==> config.mk <==
export PLATFORM = sky130hd
export DESIGN_NAME = archie_kbd_proto
export DESIGN_NICKNAME = d
export VERILOG_FILES = /design/src/rtl/archie_kbd_proto.sv
export SDC_FILE = /design/constraint.sdc
export NUM_CORES = 1
export LEC_CHECK = 0
export CAP_MARGIN = 20
export CORE_MARGIN = 2
export CORE_UTILIZATION = 30
export CTS_BUF_LIST = sky130_fd_sc_hd__clkbuf_4 sky130_fd_sc_hd__clkbuf_8 sky130_fd_sc_hd__clkbuf_16
export DETAILED_ROUTE_END_ITERATION = 8
export SLEW_MARGIN = 20
export SYNTH_ARGS = -nofsm -noshare
export SYNTH_HDL_FRONTEND = slang
export SYNTH_SLANG_ARGS = --single-unit
==> constraint.sdc <==
create_clock -name clkcpu -period 8.1 [get_ports clkcpu]
set_clock_uncertainty 0.2 [all_clocks]
set_input_delay 2.025 -clock clkcpu [delete_from_list [all_inputs] [get_ports clkcpu]]
set_output_delay 2.025 -clock clkcpu [all_outputs]
set_load 0.05 [all_outputs]
==> src/rtl/archie_kbd_proto.sv <==
// Keyboard-side engine for the IOC serial keyboard link: HRST/RAK reset handshake,
// key row/col and mouse dx/dy pairs with BACK/ACK flow control, and host query replies.
module archie_kbd_proto #(
    parameter int          FIFO_DEPTH = 8,
    parameter logic [5:0]  KBD_ID     = 6'h01,
    parameter logic [15:0] TX_GAP     = 16'd0,
    parameter logic [23:0] TIMEOUT    = 24'd7000000
) (
    input  logic       clkcpu,
    input  logic       rst_i,
    input  logic       key_valid,
    input  logic [7:0] key_code,
    input  logic       key_up,
    output logic       key_ready,
    input  logic       mouse_strobe,
    input  logic [7:0] mouse_dx,
    input  logic [7:0] mouse_dy,
    input  logic [7:0] kbd_out_data,
    input  logic       kbd_out_strobe,
    output logic [7:0] kbd_in_data,
    output logic       kbd_in_strobe,
    output logic [2:0] leds
);

    localparam int AW = $clog2(FIFO_DEPTH);

    typedef enum logic [2:0] {
        S_SEND_HRST, S_SYNC1, S_SYNC2, S_IDLE, S_K_BACK, S_K_ACK, S_M_BACK, S_M_ACK
    } state_t;

    typedef enum logic [2:0] {TX_FIX, TX_ROW, TX_COL, TX_DX, TX_DY} txk_t;

    state_t             state_q, state_d;
    logic               rep_pend_q, rep_pend_d;
    txk_t               rep_kind_q, rep_kind_d;
    logic [7:0]         rep_byte_q, rep_byte_d;
    logic [7:0]         out_q, out_d;
    logic [15:0]        gap_q, gap_d;
    logic [2:0]         leds_q, leds_d;
    logic               en_kbd_q, en_kbd_d, en_mouse_q, en_mouse_d;
    logic signed [6:0]  dx_q, dx_d, dy_q, dy_d;
    logic [23:0]        tmo_q, tmo_d;
    logic [AW:0]        wr_q, wr_d, rd_q, rd_d;
    logic [8:0]         mem_q [FIFO_DEPTH];

    logic               send_en, pop, push, flush, err, clr_dx, clr_dy, waiting;
    logic               fifo_empty, fifo_full;
    txk_t               send_kind;
    logic [7:0]         send_fix, send_byte;
    logic [8:0]         head;
    logic signed [6:0]  dx_base, dy_base;

    function automatic logic signed [6:0] sat_add(input logic signed [6:0] base,
                                                  input logic signed [7:0] delta);
        logic signed [8:0] sum;
        sum = {{2{base[6]}}, base} + {delta[7], delta};
        if (sum > 9'sd63)
            return 7'sd63;
        else if (sum < -9'sd64)
            return -7'sd64;
        else
            return sum[6:0];
    endfunction

    assign fifo_empty = (wr_q == rd_q);
    assign fifo_full  = (wr_q[AW] != rd_q[AW]) && (wr_q[AW-1:0] == rd_q[AW-1:0]);
    assign head       = mem_q[rd_q[AW-1:0]];
    assign key_ready  = !fifo_full || pop;
    assign push       = key_valid && key_ready;
    assign waiting    = (state_q == S_K_BACK) || (state_q == S_K_ACK) ||
                        (state_q == S_M_BACK) || (state_q == S_M_ACK);

    always_comb begin
        state_d    = state_q;
        rep_pend_d = rep_pend_q;
        rep_kind_d = rep_kind_q;
        rep_byte_d = rep_byte_q;
        out_d      = out_q;
        leds_d     = leds_q;
        en_kbd_d   = en_kbd_q;
        en_mouse_d = en_mouse_q;
        send_en    = 1'b0;
        send_kind  = TX_FIX;
        send_fix   = 8'h00;
        send_byte  = 8'h00;
        pop        = 1'b0;
        flush      = 1'b0;
        err        = 1'b0;
        clr_dx     = 1'b0;
        clr_dy     = 1'b0;

        // A pending reply always goes first; new pairs never start on a host-byte cycle.
        if (gap_q == 16'd0 && !rst_i) begin
            if (rep_pend_q) begin
                send_en    = 1'b1;
                send_kind  = rep_kind_q;
                send_fix   = rep_byte_q;
                rep_pend_d = 1'b0;
            end else if (!kbd_out_strobe) begin
                case (state_q)
                    S_SEND_HRST: begin
                        send_en  = 1'b1;
                        send_fix = 8'hFF;
                        state_d  = S_SYNC1;
                    end
                    S_IDLE: begin
                        if (en_kbd_q && !fifo_empty) begin
                            send_en   = 1'b1;
                            send_kind = TX_ROW;
                            state_d   = S_K_BACK;
                        end else if (en_mouse_q && (dx_q != 7'sd0 || dy_q != 7'sd0)) begin
                            send_en   = 1'b1;
                            send_kind = TX_DX;
                            state_d   = S_M_BACK;
                        end
                    end
                    default: ;
                endcase
            end
        end

        case (send_kind)
            TX_ROW:  send_byte = {3'b110, head[8], head[7:4]};
            TX_COL:  send_byte = {3'b110, head[8], head[3:0]};
            TX_DX:   send_byte = {1'b0, dx_q};
            TX_DY:   send_byte = {1'b0, dy_q};
            default: send_byte = send_fix;
        endcase
        if (send_en) begin
            out_d  = send_byte;
            pop    = (send_kind == TX_COL);
            clr_dx = (send_kind == TX_DX);
            clr_dy = (send_kind == TX_DY);
        end

        if (kbd_out_strobe) begin
            if (kbd_out_data == 8'hFF) begin
                err = 1'b1;
            end else begin
                case (state_q)
                    S_SYNC1: begin
                        if (kbd_out_data == 8'hFE) begin
                            rep_pend_d = 1'b1; rep_kind_d = TX_FIX; rep_byte_d = 8'hFE;
                            state_d    = S_SYNC2;
                        end else err = 1'b1;
                    end
                    S_SYNC2: begin
                        if (kbd_out_data == 8'hFD) begin
                            rep_pend_d = 1'b1; rep_kind_d = TX_FIX; rep_byte_d = 8'hFD;
                            state_d    = S_IDLE;
                        end else err = 1'b1;
                    end
                    S_IDLE: begin
                        casez (kbd_out_data)
                            8'b0000_0???: leds_d = kbd_out_data[2:0];
                            8'h20: begin
                                rep_pend_d = 1'b1; rep_kind_d = TX_FIX;
                                rep_byte_d = {2'b10, KBD_ID};
                            end
                            8'h22: begin
                                rep_pend_d = 1'b1; rep_kind_d = TX_DX;
                                state_d    = S_M_BACK;
                            end
                            8'b0100_????: begin
                                rep_pend_d = 1'b1; rep_kind_d = TX_FIX;
                                rep_byte_d = {4'hE, kbd_out_data[3:0]};
                            end
                            8'b0011_00??: begin
                                en_kbd_d   = kbd_out_data[0];
                                en_mouse_d = kbd_out_data[1];
                            end
                            default: ;
                        endcase
                    end
                    S_K_BACK, S_M_BACK: begin
                        if (kbd_out_data == 8'h3F) begin
                            rep_pend_d = 1'b1;
                            rep_kind_d = (state_q == S_K_BACK) ? TX_COL : TX_DY;
                            state_d    = (state_q == S_K_BACK) ? S_K_ACK : S_M_ACK;
                        end else err = 1'b1;
                    end
                    S_K_ACK, S_M_ACK: begin
                        if (kbd_out_data[7:2] == 6'b0011_00) begin
                            en_kbd_d   = kbd_out_data[0];
                            en_mouse_d = kbd_out_data[1];
                            state_d    = S_IDLE;
                        end else err = 1'b1;
                    end
                    default: ;
                endcase
            end
        end else if (waiting && !rep_pend_q && tmo_q >= TIMEOUT) begin
            err = 1'b1;
        end

        // Protocol error and host HRST share one recovery path.
        if (err) begin
            flush      = 1'b1;
            rep_pend_d = 1'b1;
            rep_kind_d = TX_FIX;
            rep_byte_d = 8'hFF;
            state_d    = S_SYNC1;
            en_kbd_d   = 1'b0;
            en_mouse_d = 1'b0;
        end
    end

    always_comb begin
        gap_d = kbd_out_strobe ? TX_GAP : ((gap_q != 16'd0) ? gap_q - 16'd1 : gap_q);
        tmo_d = (waiting && !rep_pend_q && !kbd_out_strobe && !err) ? tmo_q + 24'd1 : 24'd0;
        wr_d  = flush ? wr_q : wr_q + {{AW{1'b0}}, push};
        rd_d  = flush ? wr_q : rd_q + {{AW{1'b0}}, pop};
        dx_base = (clr_dx || flush) ? 7'sd0 : dx_q;
        dy_base = (clr_dy || flush) ? 7'sd0 : dy_q;
        dx_d  = mouse_strobe ? sat_add(dx_base, mouse_dx) : dx_base;
        dy_d  = mouse_strobe ? sat_add(dy_base, mouse_dy) : dy_base;
    end

    always_ff @(posedge clkcpu) begin
        if (rst_i) begin
            state_q    <= S_SEND_HRST;
            rep_pend_q <= 1'b0;
            rep_kind_q <= TX_FIX;
            rep_byte_q <= 8'h00;
            out_q      <= 8'h00;
            gap_q      <= 16'd0;
            leds_q     <= 3'd0;
            en_kbd_q   <= 1'b0;
            en_mouse_q <= 1'b0;
            dx_q       <= 7'sd0;
            dy_q       <= 7'sd0;
            tmo_q      <= 24'd0;
            wr_q       <= '0;
            rd_q       <= '0;
        end else begin
            state_q    <= state_d;
            rep_pend_q <= rep_pend_d;
            rep_kind_q <= rep_kind_d;
            rep_byte_q <= rep_byte_d;
            out_q      <= out_d;
            gap_q      <= gap_d;
            leds_q     <= leds_d;
            en_kbd_q   <= en_kbd_d;
            en_mouse_q <= en_mouse_d;
            dx_q       <= dx_d;
            dy_q       <= dy_d;
            tmo_q      <= tmo_d;
            wr_q       <= wr_d;
            rd_q       <= rd_d;
        end
    end

    always_ff @(posedge clkcpu) begin
        if (push && !flush)
            mem_q[wr_q[AW-1:0]] <= {key_up, key_code};
    end

    assign kbd_in_strobe = send_en;
    assign kbd_in_data   = send_en ? send_byte : out_q;
    assign leds          = leds_q;

endmodule

==> results of run 1 <==
## registers in the layout (all words and copies together), names as in the netlist
name / cells
tmo_q: 24
en_kbd_q: 1
rd_q: 4
gap_q: 16
mem_q: 72
dy_q: 7
rep_byte_q: 7
state_q: 3
leds: 3
rep_pend_q: 1
rep_kind_q: 3
en_mouse_q: 1
out_q: 8
dx_q: 7
wr_q: 4
## synth_stat cells (8+ instances only)
cell      count
nor2_1       94
dfxtp_1      89
edfxtp_1     72
nand2_1      62
a21oi_1      51
nand3_1      33
inv_1        29
xor2_1       28
ha_1         24
nor3_1       24
o21ai_0      20
mux4_2       18
and2_1       17
xnor2_1      17
clkbuf_1     16
a211oi_1     15
and3_1       14
a31oi_1      11
o211ai_1     11
buf_2         9
mux2_2        9
nand4_1       9
mux2i_1       8
nor2b_1       8
nor4_1        8
## final timing paths
kind	startpoint	to	cells after the start
setup / recovery	kbd_out_strobe	kbd_in_data[7]	9
hold / removal	out_q[3]$_SDFF_PP0_	out_q[3]$_SDFF_PP0_	2
hold reg to reg	out_q[3]$_SDFF_PP0_	out_q[3]$_SDFF_PP0_	2
setup reg to reg	rd_q[0]$_SDFF_PP0_	dx_q[4]$_SDFF_PP0_	15
## final cells by class
| cell class | count | area share |
|---|---|---|
| Clock buffer | 17 | 0.0416 |
| Clock inverter | 15 | 0.0222 |
| Inverter | 30 | 0.0110 |
| Multi-Input combinational cell | 623 | 0.437 |
| Sequential cell | 161 | 0.386 |
| Tap cell | 384 | 0.0470 |
| Timing Repair Buffer | 59 | 0.0554 |
## per-layer routing
layer	up-vias	global-route usage	share of wire
li1	3266	-	-
met1	3219	0.185	0.46
met2	152	0.234	0.49
met3	24	0.0258	0.036
met4	0	0.0413	0.013
met5	-	0	0
## power breakdown
group          switching, W  internal (W)
clock network      0.000419      0.000437
logic              0.000662      0.000409
registers         0.0000796      0.000946
total               0.00116       0.00179
## through the flow
stage | utilization | instance area [µm²] | power, W | instances | setup WS, ns
6_report | 0.358 | 10200 | 0.00295 | 1289 | 0.657
5_1_grt | 0.358 | 10200 | 0.00313 | 1289 | 0.495
2_1_floorplan | - | 8670 | 0.00183 | 846 | 1.64
3_3_place_gp | 0.335 | 9550 | 0.00209 | 1255 | 0.769
3_5_place_dp | 0.335 | 9550 | 0.00211 | 1255 | 0.725
4_1_cts | 0.357 | 10200 | 0.00298 | 1287 | 0.696
## critical path: cells and delay by family
kind                   cells  cell delay, ns
and+or+nand+nor            3            0.72
buffers and inverters      2            1.39
AOI/OAI and AO/OA          3            0.84
muxes                      1            0.25
## cells by family (layout without fill, tap and decap cells)
family	Yosys count	count (layout)
AOI/OAI and AO/OA	183	183
xor gates and xnor gates	45	45
adders and majority gates	26	26
buffers and inverters	62	121
DFF	161	161
muxes	36	36
other	1	1
and+or+nand+nor	332	332
==> flow_summary.toml, run 1 <==
[outcome]
outcome = "finished, final reports clean"

[timing]
worst_pin_slew_ns = 0.997
hold_violations = 0
post-route-period-util = 0.919
drv_slew = 0
setup_viol = 0
maxSlewHeadroom = 0.333
rsz0062_at_grt = "false"
max_freq_mhz = 134
whs_ns = 0.263
min_period_ns = 7.44
tns_ns = 0

[floorplan]
dieArea_um2 = 30300
die_y_um = 174
die_w_um = 174
io_pins = 51
coreArea_um2 = 28500
start_util = 0.304
placementRows = 62

[drt]
wirelength_um = 21200
drtIter0Drc = 615
vias = 6661
viasPerCell = 5.17
final_antenna_net_count = 0
drc_errors = 0
wl_per_cell_um = 16.4
firstDrtPassIters = 4

[global_route]
grt_pass1_vias = 6345
grt_pass1_wl_um = 33700
grt-ovfl-total = 0
grt_max_degree = 38
grt_use_total = 0.140
antenna_found_initial = 0

[logic_synthesis]
yosysSeqAreaShare = 0.455
yosysTopAreaCell = "edfxtp_1"
synth_area_leaders = "edfxtp_1 (25%), dfxtp_1 (21%), mux4_2 (4.7%), nor2_1 (4.1%), ha_1 (3.5%)"
yosys.area_share.simple = 0.206
synthXorXnorAreaFrac = 0.0455
synthAdderAreaFrac = 0.0393
yosysTopAreaCellShare = 0.249
synthFlopType = "dfxtp_1"
syn_avg_cell_area_um2 = 10.2
synth_cell_types = 98
mappedNetlistArea_um2 = 8670
synth_compound_area_frac = 0.154
synth_top_family_by_area = "simple AND/OR/NAND/NOR gates"
synth_seq_cells = 161
synthArstFlopShare = 0
netlist_instances = 846
ys.warnings.count = 0
synth.area.mux_share = 0.0693
synth_edf_count = 72
synth_fp_nets = 910

[setup_path]
cp_slowest_cell = "clkdlybuf4s50_1"
cp_data_required_time_ns = 5.88
ff2ff_setup_slack_ns = 2.51
cp.arrival_ns = 5.22
endpoint_kind = "primary output"
cp-start-kind = "primary input"
path_max_fanout = 6
path_class = "primary input to primary output"
critPathMaxStageDelay_ns = 0.88
path_cells = "clkdlybuf4s50_1 > nor2_1 > nand2_1 > o31a_1 > or2_4 > mux2i_2 > a21oi_1 > a21oi_1 > clkdlybuf4s50_1"

[clocking]
clk_pin_slew_worst_paths_ns = 0.08
cts_buffer_depth = 2
cts_sinks = 161
cts_tree = "built"
root_buffer = "clkbuf_16"
htreeDepth = 4
cts_setup_buffers = 0
clk_latency_ns = 0.44
cts_made_buffers = 17
post_cts_resized = 0
cts_hold_buffers = 0

[cells_and_area]
seqCellArea_um2 = 3940
multi_input_area_um2 = 4470
mostFrequentLayoutCell = "nor2_1"
nets = 956
final_cell_mix = "nor2_1 (93), dfxtp_1 (89), edfxtp_1 (72), nand2_1 (62), a21oi_1 (51)"
fillCellCount = 2925
antenna_cells = 0
syn2layout_area_growth_pct = 17.9
drive_above_1_share = 0.128

[power]
power.density_nw_per_um2 = 289
p_leak_nw = 3.47
ir_drop_mv = 0.128

[run]
cap_violations = 0

[place]
dp_hpwl_um = 14900
gp_congestion = 0.866
port_buffers = 50

[worst_hold_path]
hold_class = "flip-flop to flip-flop"
(Power assumes the default switching activity.)
==> run 2: changes to the inputs <==
--- a/config.mk
+++ b/config.mk
@@ -10,6 +10,7 @@
 export CORE_UTILIZATION = 30
 export CTS_BUF_LIST = sky130_fd_sc_hd__clkbuf_4 sky130_fd_sc_hd__clkbuf_8 sky130_fd_sc_hd__clkbuf_16
 export DETAILED_ROUTE_END_ITERATION = 8
+export HOLD_SLACK_MARGIN = 0.03
 export SLEW_MARGIN = 20
 export SYNTH_ARGS = -nofsm -noshare
 export SYNTH_HDL_FRONTEND = slang
==> results of run 2 <==
The final DEF is identical to that of run 1; final timing and power are the same.
